--- src/rtl/ad9866_spi_slave.sv ---
// AD9866 4-wire serial-port responder: decodes 16-bit frames into a shadow
// register file and serves read-back on SDO plus a parallel read port.
module ad9866_spi_slave #(
    parameter int unsigned SYNC_STAGES = 2,
    parameter int unsigned NREGS       = 20
) (
    input  logic       clk,
    input  logic       rst,
    input  logic       spi_sclk,
    input  logic       spi_sen_n,
    input  logic       spi_sdio,
    output logic       spi_sdo,
    output logic       spi_sdo_oe,
    output logic       reg_we,
    output logic [4:0] reg_addr,
    output logic [7:0] reg_wdata,
    output logic       frame_err,
    input  logic [4:0] rd_addr,
    output logic [7:0] rd_data
);

    typedef enum logic [1:0] {S_IDLE, S_HEADER, S_DATA, S_DONE} state_t;

    localparam logic [5:0] NREGS_W = 6'(NREGS);

    logic w_sclk, w_sen_n, w_sdio;

    if (SYNC_STAGES == 0) begin : g_nosync
        assign w_sclk  = spi_sclk;
        assign w_sen_n = spi_sen_n;
        assign w_sdio  = spi_sdio;
    end else begin : g_sync
        logic [SYNC_STAGES-1:0] r_sclk_s, r_sen_s, r_sdio_s;

        always_ff @(posedge clk or negedge rst) begin
            if (!rst) begin
                r_sclk_s <= '0;
                r_sen_s  <= '1;
                r_sdio_s <= '0;
            end else begin
                r_sclk_s[0] <= spi_sclk;
                r_sen_s[0]  <= spi_sen_n;
                r_sdio_s[0] <= spi_sdio;
                for (int unsigned i = 1; i < SYNC_STAGES; i++) begin
                    r_sclk_s[i] <= r_sclk_s[i-1];
                    r_sen_s[i]  <= r_sen_s[i-1];
                    r_sdio_s[i] <= r_sdio_s[i-1];
                end
            end
        end

        assign w_sclk  = r_sclk_s[SYNC_STAGES-1];
        assign w_sen_n = r_sen_s[SYNC_STAGES-1];
        assign w_sdio  = r_sdio_s[SYNC_STAGES-1];
    end

    // Edge flags are registered so sclk and sen_n events stay cycle-aligned
    // with the sdio sample taken alongside them.
    logic r_sclk_d, r_sen_d, r_rise, r_fall, r_sen_rise, r_sen_fall, r_sdio_q;

    always_ff @(posedge clk or negedge rst) begin
        if (!rst) begin
            r_sclk_d   <= 1'b0;
            r_sen_d    <= 1'b1;
            r_rise     <= 1'b0;
            r_fall     <= 1'b0;
            r_sen_rise <= 1'b0;
            r_sen_fall <= 1'b0;
            r_sdio_q   <= 1'b0;
        end else begin
            r_sclk_d   <= w_sclk;
            r_sen_d    <= w_sen_n;
            r_rise     <= w_sclk & ~r_sclk_d;
            r_fall     <= ~w_sclk & r_sclk_d;
            r_sen_rise <= w_sen_n & ~r_sen_d;
            r_sen_fall <= ~w_sen_n & r_sen_d;
            r_sdio_q   <= w_sdio;
        end
    end

    state_t      r_state, w_state_nxt;
    logic [3:0]  r_cnt;
    logic [6:0]  r_sr;
    logic        r_rw;
    logic [4:0]  r_addr;
    logic [7:0]  r_obuf;
    logic        r_wr_pend;
    logic [4:0]  r_wa;
    logic [7:0]  r_wd;
    logic [7:0]  r_shadow [NREGS];

    logic        w_shift, w_hdr_done, w_last, w_err, w_exit;
    logic [7:0]  w_byte, w_rdval;

    assign w_byte = {r_sr, r_sdio_q};
    assign w_exit = (w_state_nxt == S_IDLE) && (r_state != S_IDLE);

    always_comb begin
        w_rdval = '0;
        if ({1'b0, w_byte[4:0]} < NREGS_W)
            w_rdval = r_shadow[w_byte[4:0]];
    end

    always_ff @(posedge clk or negedge rst) begin
        if (!rst) r_state <= S_IDLE;
        else      r_state <= w_state_nxt;
    end

    always_comb begin
        w_state_nxt = r_state;
        w_shift     = 1'b0;
        w_hdr_done  = 1'b0;
        w_last      = 1'b0;
        w_err       = 1'b0;
        case (r_state)
            S_IDLE: begin
                if (r_sen_fall) w_state_nxt = S_HEADER;
            end
            S_HEADER: begin
                if (r_sen_rise) begin
                    w_err       = 1'b1;
                    w_state_nxt = S_IDLE;
                end else if (r_rise) begin
                    w_shift = 1'b1;
                    if (r_cnt == 4'd7) begin
                        w_hdr_done  = 1'b1;
                        w_state_nxt = S_DATA;
                    end
                end
            end
            S_DATA: begin
                // A final bit arriving with sen_n release still completes the frame.
                if (r_rise && r_cnt == 4'd15) begin
                    w_shift     = 1'b1;
                    w_last      = 1'b1;
                    w_state_nxt = r_sen_rise ? S_IDLE : S_DONE;
                end else if (r_sen_rise) begin
                    w_err       = 1'b1;
                    w_state_nxt = S_IDLE;
                end else if (r_rise) begin
                    w_shift = 1'b1;
                end
            end
            S_DONE: begin
                if (r_sen_rise) w_state_nxt = S_IDLE;
            end
            default: w_state_nxt = S_IDLE;
        endcase
    end

    always_ff @(posedge clk or negedge rst) begin
        if (!rst) begin
            r_cnt      <= '0;
            r_sr       <= '0;
            r_rw       <= 1'b0;
            r_addr     <= '0;
            r_obuf     <= '0;
            r_wr_pend  <= 1'b0;
            r_wa       <= '0;
            r_wd       <= '0;
            spi_sdo    <= 1'b0;
            spi_sdo_oe <= 1'b0;
            reg_we     <= 1'b0;
            reg_addr   <= '0;
            reg_wdata  <= '0;
            frame_err  <= 1'b0;
        end else begin
            frame_err <= w_err;
            r_wr_pend <= w_last & ~r_rw;
            reg_we    <= r_wr_pend;

            if (r_state == S_IDLE) begin
                r_cnt <= '0;
            end else if (w_shift) begin
                r_cnt <= r_cnt + 4'd1;
                r_sr  <= w_byte[6:0];
            end

            if (w_hdr_done) begin
                r_rw   <= w_byte[7];
                r_addr <= w_byte[4:0];
            end

            if (w_last && !r_rw) begin
                r_wa <= r_addr;
                r_wd <= w_byte;
            end

            if (r_wr_pend) begin
                reg_addr  <= r_wa;
                reg_wdata <= r_wd;
            end

            // The MSB stays on SDO until the first data bit has been clocked in.
            if (w_exit) begin
                spi_sdo    <= 1'b0;
                spi_sdo_oe <= 1'b0;
            end else if (w_hdr_done && w_byte[7]) begin
                r_obuf     <= w_rdval;
                spi_sdo    <= w_rdval[7];
                spi_sdo_oe <= 1'b1;
            end else if (r_state == S_DATA && r_rw && r_fall && r_cnt != 4'd8) begin
                spi_sdo <= r_obuf[6];
                r_obuf  <= {r_obuf[6:0], 1'b0};
            end
        end
    end

    always_ff @(posedge clk or negedge rst) begin
        if (!rst) begin
            for (int unsigned i = 0; i < NREGS; i++) r_shadow[i] <= '0;
        end else if (r_wr_pend && ({1'b0, r_wa} < NREGS_W)) begin
            r_shadow[r_wa] <= r_wd;
        end
    end

    always_ff @(posedge clk or negedge rst) begin
        if (!rst)                              rd_data <= '0;
        else if ({1'b0, rd_addr} < NREGS_W)    rd_data <= r_shadow[rd_addr];
        else                                   rd_data <= '0;
    end

endmodule

--- config.mk ---
export PLATFORM = sky130hd
export DESIGN_NAME = ad9866_spi_slave
export DESIGN_NICKNAME = d
export VERILOG_FILES = /design/src/rtl/ad9866_spi_slave.sv
export SDC_FILE = /design/constraint.sdc
export NUM_CORES = 1
export LEC_CHECK = 0
export CORE_MARGIN = 1
export CORE_UTILIZATION = 54
export DETAILED_ROUTE_END_ITERATION = 6
export PLACE_DENSITY = 0.71
export SETUP_SLACK_MARGIN = 0.02
export SLEW_MARGIN = 20
export SYNTH_ARGS = -nofsm -noshare
export SYNTH_HDL_FRONTEND = slang
export SYNTH_SLANG_ARGS = --single-unit
--- constraint.sdc ---
create_clock -name clk -period 6.4 [get_ports clk]
set_input_delay 1.92 -clock clk [delete_from_list [all_inputs] [get_ports clk]]
set_output_delay 1.92 -clock clk [all_outputs]
set_load 0.005 [all_outputs]
# Yosys cells after proc, flatten, opt, wreduce, memory -nomap -nowiden

Cells that the tools add are included.

Div/mod/pow operators: 0
Add/sub/neg operators: 1
Bitwise operators: 15
Order comparisons: 7
Multipliers: 0
Mux-type cells: 41
Shift-type cells: 0
Equal/unequal tests: 6
Reduce and logical (&&, ||, !) cells: 19

Operators with widths:

| kind                                                                   | number |
|---|---|
| 160-bit bitwise mux                                                    | 1 |
| 8-bit binary-select mux with 5-bit select                              | 2 |
| 8-bit two-way mux                                                      | 7 |
| 8-bit demux with 5-bit select                                          | 1 |
| 6-bit >= comparator (second input constant)                            | 3 |
| 5-bit inverter with 6-bit output                                       | 3 |
| 1-bit two-way mux                                                      | 16 |
| 5-bit < comparator (second input constant)                             | 3 |
| 2-bit two-way mux                                                      | 7 |
| 7-bit two-way mux                                                      | 2 |
| 1-bit logical AND                                                      | 9 |
| 4-bit two-way mux                                                      | 2 |
| 2-bit one-hot mux with 4 select lines                                  | 1 |
| 2-bit nonzero test                                                     | 4 |
| 1-bit inverter                                                         | 7 |
| 6-bit by 1-bit < comparator with 1-bit output (second input constant)  | 1 |
| 1-bit bitwise AND                                                      | 5 |
| 4-bit by 1-bit adder with 4-bit output (second input constant)         | 1 |
| 2-bit equality test (second input constant)                            | 2 |
| 4-bit by 3-bit equality test with 1-bit output (second input constant) | 1 |
| 4-bit equality test (second input constant)                            | 1 |
| 2-bit zero test                                                        | 2 |
| 4-bit inequality test (second input constant)                          | 1 |
| 1-bit one-hot mux with 2 select lines                                  | 2 |
| 4 further kinds                                                        | 5 |

Latch bits: 0
Memories: 0
Bits in writable memories: 0
ROM bits: 0
Register bits after elaboration: 238
Input bits: 10

# Logic depth before layout (Yosys ltp)

Gate-level depths: netlist of the first run.

Depth after elaboration: 9
Depth in mapped cells: 9
Gate-level depth less buffers: 7

# Worst setup path before layout of the first run

OpenSTA, ideal clock, no wires.

Path kind: input to register
Start: in rd_addr[0]
End: reg rd_data[3]
Setup slack: 3105 ps
Stages on the path: 7
Library setup time: 126 ps
Required time: 6274 ps
Arrival: 3169 ps
Cell sequence: clkbuf_1 > buf_2 > mux4_2 > mux2i_1 > nor2_1 > nand2_1 > o21ai_0

Word-level cells in the longest chain between the ends: 5

RTL lines:

| what                                                   | line | source |
|---|---|---|
| start, declared                                        | 18   | `input logic [4:0] rd_addr,` |
| 5-bit inverter with 6-bit output (implied by the code) | 219  | `else if ({1'b0, rd_addr} < NREGS_W) rd_data <= r_shadow[rd_addr];` |
| 8-bit binary-select mux with 5-bit select              | 219  |  |
| 8-bit two-way mux (implied by the code) (2 in a row)   | 219  |  |
| 8-bit two-way mux *                                    | 219  |  |
| end signal, assigned                                   | 219  |  |
| end, declared                                          | 19   | `output logic [7:0] rd_data` |

Mark *: on every way between the ends. The rest lies on a longest branch, timed or not. The select of a mux whose other input is x is not followed.
A chain may end at the register's enable or synchronous reset.

# Worst setup path after layout of the first run

Start: in rd_addr[0]
End: reg rd_data[7]

The elaborated chain is that of the path after synthesis.

==> flow_summary.ini, run 1 <==
[sta]
worst_slack_ns = 2.54
rsz0062_at_grt = false
final_hold_viol_count = 0
fin_crit_sh = 0.603
finalSetupViolations = 0
slew_headroom = 0.236
finalMaxSlewViolations = 0
finClkSkew_ns = 0.0124
worst_slew_pin_slew_ns = 1.15
finalSetupTns_ns = 0
max_freq_mhz = 259
period_needed_ns = 3.86

[synthesis]
synth.cell_area_sq_mm = 0.0119
syn_inst = 820
ys.flop_type = dfrtp_1
yosysWarnings = 0
synth_fp_nets = 836
yosysTopAreaCell = dfrtp_1
synth_cell_type_count = 64
synth_area_leaders = dfrtp_1 49%, mux2_2 19%, mux4_2 12%, mux2i_1 3.1%, mux4_1 2.0%
postSynthAreaPerCell_sq_um = 14.5
synth-seq-cells = 238
synth_edf_count = 0
synth_top_area_share = 0.494
ys_seq_area_frac = 0.501
synthArstFlopShare = 1.00

[layout]
final_common_cell = dfrtp_1
fin_area_sq_mm = 0.0132
utilization = 0.619
final_net_count = 842
nFillCells = 1550
drive_above_1_share = 0.399
syn2layout_area_growth_pct = 10.8
mostFrequentLayoutCells = 233 x dfrtp_1, 196 x mux2_2, 61 x mux4_2
num_antenna_cells = 0

[placement]
dpl.hpwl_mm = 18.9
dp_slack_ns = 1.98
portBuffers = 34
place_area_sq_mm = 0.0123
gp_congestion = 0.848

[status]
status = finished clean

[critical_path]
crit_fanout = 24
worst_setup_path_start_kind = input pin
cp-end-kind = register
cp_data_required_time_ns = 6.77
path_class = in -> reg
crit_arrival_ns = 4.23

[power_and_ir_drop]
leakagePower_nw = 6.11
pwr_density_cell_mw_per_mm2 = 260
irDropWorstVdd_mv = 0.223
p_total_w = 0.00343

[clock_tree]
cts_made_buffers = 27
cts_tree = built
cts_root_buf = clkbuf_16
cts_buffer_depth = 3
path_clk_slew_ns = 0.06
cts_setup_buffers = 0
cts-resized-gates = 0
cts.sinks = 238
cts_hold_buf = 0
clk_latency_ns = 0.52
htreeDepth = 1

[global_routing]
grt_pass1_wl_mm = 45.6
grt_util_all_layers = 0.274
antenna_found_initial = 0
grt_overflow_total = 0
grt_max_degree = 139
grt_pass1_vias = 7698

[detailed_routing]
firstDrtPassIters = 4
ant_nets = 0
wl_per_cell_um = 25.9
drt-vias-per-instance = 6.55
drc_errors = 0
drt_iter0_drc = 517
wirelength_mm = 29.0
vias = 7326

[hold_path]
hold_class = reg -> reg

[floorplan]
placeableCoreArea_sq_mm = 0.0213
dieArea_sq_mm = 0.0226
row_count = 53
die_w_um = 150
initial_core_util = 0.559
die_h_um = 150
io_pins = 35

[run]
drv_cap = 0
-- critical path, stage by stage --
cell and delay [ns]:
buf_2 0.68, buf_4 0.48, mux4_2 0.55, mux2i_1 0.20, nor2_1 0.09, a21oi_1 0.17
o21ai_0 0.10
-- cells in the mapped netlist (3+ instances only) --
| cell type | number |
|---|---|
| a211oi_1 | 6 |
| a21oi_1 | 13 |
| a2bb2oi_1 | 4 |
| a31oi_1 | 6 |
| buf_1 | 3 |
| buf_2 | 17 |
| buf_4 | 5 |
| buf_6 | 6 |
| clkbuf_1 | 31 |
| dfrtp_1 | 235 |
| dfstp_2 | 3 |
| ha_1 | 6 |
| inv_1 | 8 |
| mux2_2 | 196 |
| mux2_4 | 5 |
| mux2i_1 | 37 |
| mux4_1 | 9 |
| mux4_2 | 61 |
| nand2_1 | 34 |
| nand3_1 | 5 |
| nand4_1 | 4 |
| nor2_1 | 31 |
| nor2b_1 | 13 |
| nor3_1 | 4 |
| nor3_2 | 3 |
| o21ai_0 | 9 |
| o21ai_1 | 4 |
| o221ai_1 | 4 |
| o22ai_1 | 13 |
-- power breakdown --
part	switching (W)	internal (W)	total [W]
Combinational	0.000236	0.000140	0.000375
Clock	0.000586	0.000910	0.00150
Sequential	0.0000372	0.00152	0.00156
Total	0.000859	0.00257	0.00343
-- kinds of logic (layout without fill, tap and decap cells) --
group,after synthesis,count (layout),synth area share
mux,308,308,0.358
flops,238,238,0.501
simple gates,118,118,0.0551
compound gates,76,76,0.0465
buf+inv,71,94,0.0309
fa+ha+maj,6,6,0.00631
xor+xnor,3,3,0.00221
-- per-layer routing --
layer	part of all wire	up-vias	global-route usage
li1	-	3119	-
met1	0.42	3895	0.381
met2	0.48	244	0.432
met3	0.059	68	0.0412
met4	0.039	0	0.115
met5	0	-	0
-- through the flow --
step           std cells  hold slack (ns)
4_1_cts             1117            0.350
6_report            1118            0.348
3_5_place_dp        1071            0.336
3_3_place_gp        1071            0.338
2_1_floorplan        820            0.331
5_1_grt             1118            0.366
-- final cells by class --
cell class                      count  area (sq um)  area share
Timing Repair Buffer               40           400      0.0304
Inverter                            8          30.0     0.00228
Multi-Input combinational cell    511          5580       0.423
Tap cell                          275           344      0.0261
Clock inverter                      5          50.0     0.00380
Sequential cell                   238          5960       0.452
Clock buffer                       41           818      0.0621
-- path summary, 6_finish.rpt --
path                       cells after the start                   endpoint                    startpoint  slack [ns]
min in group asynchronous                      1       r_state[1]$_DFF_PN0_                           rst        1.29
hold / removal                                 0         r_sdio_q$_DFF_PN0_  g_sync.r_sdio_s[1]$_DFF_PN0_        0.35
setup / recovery                               7       rd_data[7]$_DFF_PN0_                    rd_addr[0]        2.54
max in group asynchronous                      2  r_shadow[127]$_DFFE_PN0P_                           rst        4.10
setup reg to reg                               4  r_shadow[131]$_DFFE_PN0P_           r_wr_pend$_DFF_PN0_        3.50
hold reg to reg                                0         r_sdio_q$_DFF_PN0_  g_sync.r_sdio_s[1]$_DFF_PN0_        0.35
-- state kept, by name, summed over array words and instances, names as in the netlist, 2 cells and up --
signal and flops:
reg_wdata 8, r_addr 5, r_wa 5, r_state 2
r_sr 7, r_cnt 4, g_sync.r_sdio_s 2, r_obuf 7
reg_addr 5, g_sync.r_sclk_s 2, rd_data 8, r_wd 8
r_shadow 160, g_sync.r_sen_s 2
No activity file was read; power rests on OpenSTA's default activity.
==> inputs of run 2 (changes only) <==
- PLACE_DENSITY: 0.71 -> 0.74
- clock period: 6.4 -> 3.26 ns (I/O delays scaled with it)
==> flow_summary.ini, run 2 (synthesized netlist as in run 1, its figures left out) <==
[clock_tree]
cts_hold_buf = 0
cts_setup_buffers = 0
cts_made_buffers = 25
cts_tree = built
cts_buffer_depth = 3
clk_latency_ns = 0.54
cts.sinks = 238
path_clk_slew_ns = 0.06
cts_root_buf = clkbuf_16
htreeDepth = 1
cts-resized-gates = 0

[sta]
fin_crit_sh = 0.807
max_freq_mhz = 380
worst_slack_ns = 0.628
finalSetupViolations = 0
finClkSkew_ns = 0.0173
worst_hold_slack_ns = 0.343
final_hold_viol_count = 0
worst_slew_pin_slew_ns = 0.979
period_needed_ns = 2.63
slew_headroom = 0.343
finalSetupTns_ns = 0
finalMaxSlewViolations = 0
rsz0062_at_grt = false

[power_and_ir_drop]
pwr-share-comb = 0.109
leakagePower_nw = 6.17
intPower_w = 0.00505
irDropWorstVdd_mv = 0.482
switching_power_w = 0.00171
power.share.clock = 0.434
pwr_density_cell_mw_per_mm2 = 508
power.share.switching = 0.253
sequentialPowerShare = 0.457

[layout]
final_common_cell = dfrtp_1
num_antenna_cells = 0
syn2layout_area_growth_pct = 11.8
fin_area_sq_mm = 0.0133
stdcell_count = 1129
final_net_count = 853
largest-register = r_shadow
mostFrequentLayoutCells = 233 x dfrtp_1, 196 x mux2_2, 61 x mux4_2
largest_reg_flops = 160
drive_above_1_share = 0.406

[floorplan]
die_h_um = 150
row_count = 53
io_pins = 35
die_w_um = 150
initial_core_util = 0.559
dieArea_sq_mm = 0.0226
placeableCoreArea_sq_mm = 0.0213

[critical_path]
worst_setup_path_start_kind = register
crit_arrival_ns = 3.04
cp_data_required_time_ns = 3.67
path_class = reg -> reg
cp-end-kind = register
crit_fanout = 28

[global_routing]
grt_pass1_wl_mm = 45.3
grt_max_degree = 89
grt_util_all_layers = 0.268
antenna_found_initial = 0
grt_pass1_vias = 7895
grt_overflow_total = 0

[placement]
place_area_sq_mm = 0.0125
dpl.hpwl_mm = 19.4
portBuffers = 34
gp_congestion = 0.904
dp_slack_ns = 0.590
dp_cells = 1085

[run]
drv_cap = 0

[detailed_routing]
drt-vias-per-instance = 6.51
firstDrtPassIters = 5
drt_iter0_drc = 544
wirelength_mm = 28.6
ant_nets = 0
vias = 7352
wl_per_cell_um = 25.3
drc_errors = 0

[hold_path]
hold_class = reg -> reg

[status]
status = finished clean
==> run 2: cell count changes in the layout (fill, tap and decap cells not counted), moves of 2 or more <==
cell        change
buf_4           +8
clkinvlp_4      +3
bufinv_16       +2
clkbuf_8        -4
buf_12          +6
clkbuf_16       -2
==> run 2: final cells by class <==
class	count	area, sq um
inverters	8	30.0
clock buffers	34	709
clock inverters	10	136
well taps	275	344
repair buffers	53	553
multi-input cells	511	5570
flip-flops and latches	238	5960
fillers	1542	7980
==> run 2: final timing paths <==
| check | startpoint | endpoint | slack, ns | cells after the start |
|---|---|---|---|---|
| max | r_sdio_q$_DFF_PN0_ | r_obuf[3]$_DFFE_PN0P_ | 0.63 | 5 |
| min | g_sync.r_sdio_s[0]$_DFF_PN0_ | g_sync.r_sdio_s[1]$_DFF_PN0_ | 0.34 | 0 |
| max reg2reg | r_sdio_q$_DFF_PN0_ | r_obuf[3]$_DFFE_PN0P_ | 0.63 | 5 |
| min reg2reg | g_sync.r_sdio_s[0]$_DFF_PN0_ | g_sync.r_sdio_s[1]$_DFF_PN0_ | 0.34 | 0 |
| max in group asynchronous | rst | r_shadow[4]$_DFFE_PN0P_ | 2.05 | 2 |
| min in group asynchronous | rst | r_shadow[141]$_DFFE_PN0P_ | 0.45 | 1 |
==> run 2: power by group through the flow <==
stage	sequential, W	clock, W	combinational (W)
after floorplan	0.00306	0	0.000581
after global placement	0.00314	0	0.000725
after detailed placement	0.00314	0	0.000733
after CTS	0.00309	0.00298	0.000732
after global routing	0.00310	0.00310	0.000788
final	0.00309	0.00294	0.000734
==> run 2: worst max-delay path, cell delays in order, from the launching register on <==
cell	delay [ns]
dfrtp_2	0.98
buf_4	0.39
mux4_2	0.53
mux2i_1	0.28
a2111o_1	0.23
a2bb2oi_1	0.07
==> run 2: metal layers <==
metal	vias up	wire, um	track usage
met1	3908	11700	0.354
met3	65	1800	0.0497
li1	3125	-	-
met2	254	14000	0.440
met5	-	0	0
met4	0	990	0.108
==> run 2: metrics by stage <==
step | util | power, W
4_1_cts | 0.625 | 0.00680
6_report | 0.625 | 0.00676
5_1_grt | 0.625 | 0.00698
3_3_place_gp | 0.585 | 0.00387
3_5_place_dp | 0.585 | 0.00388
2_1_floorplan | - | 0.00365
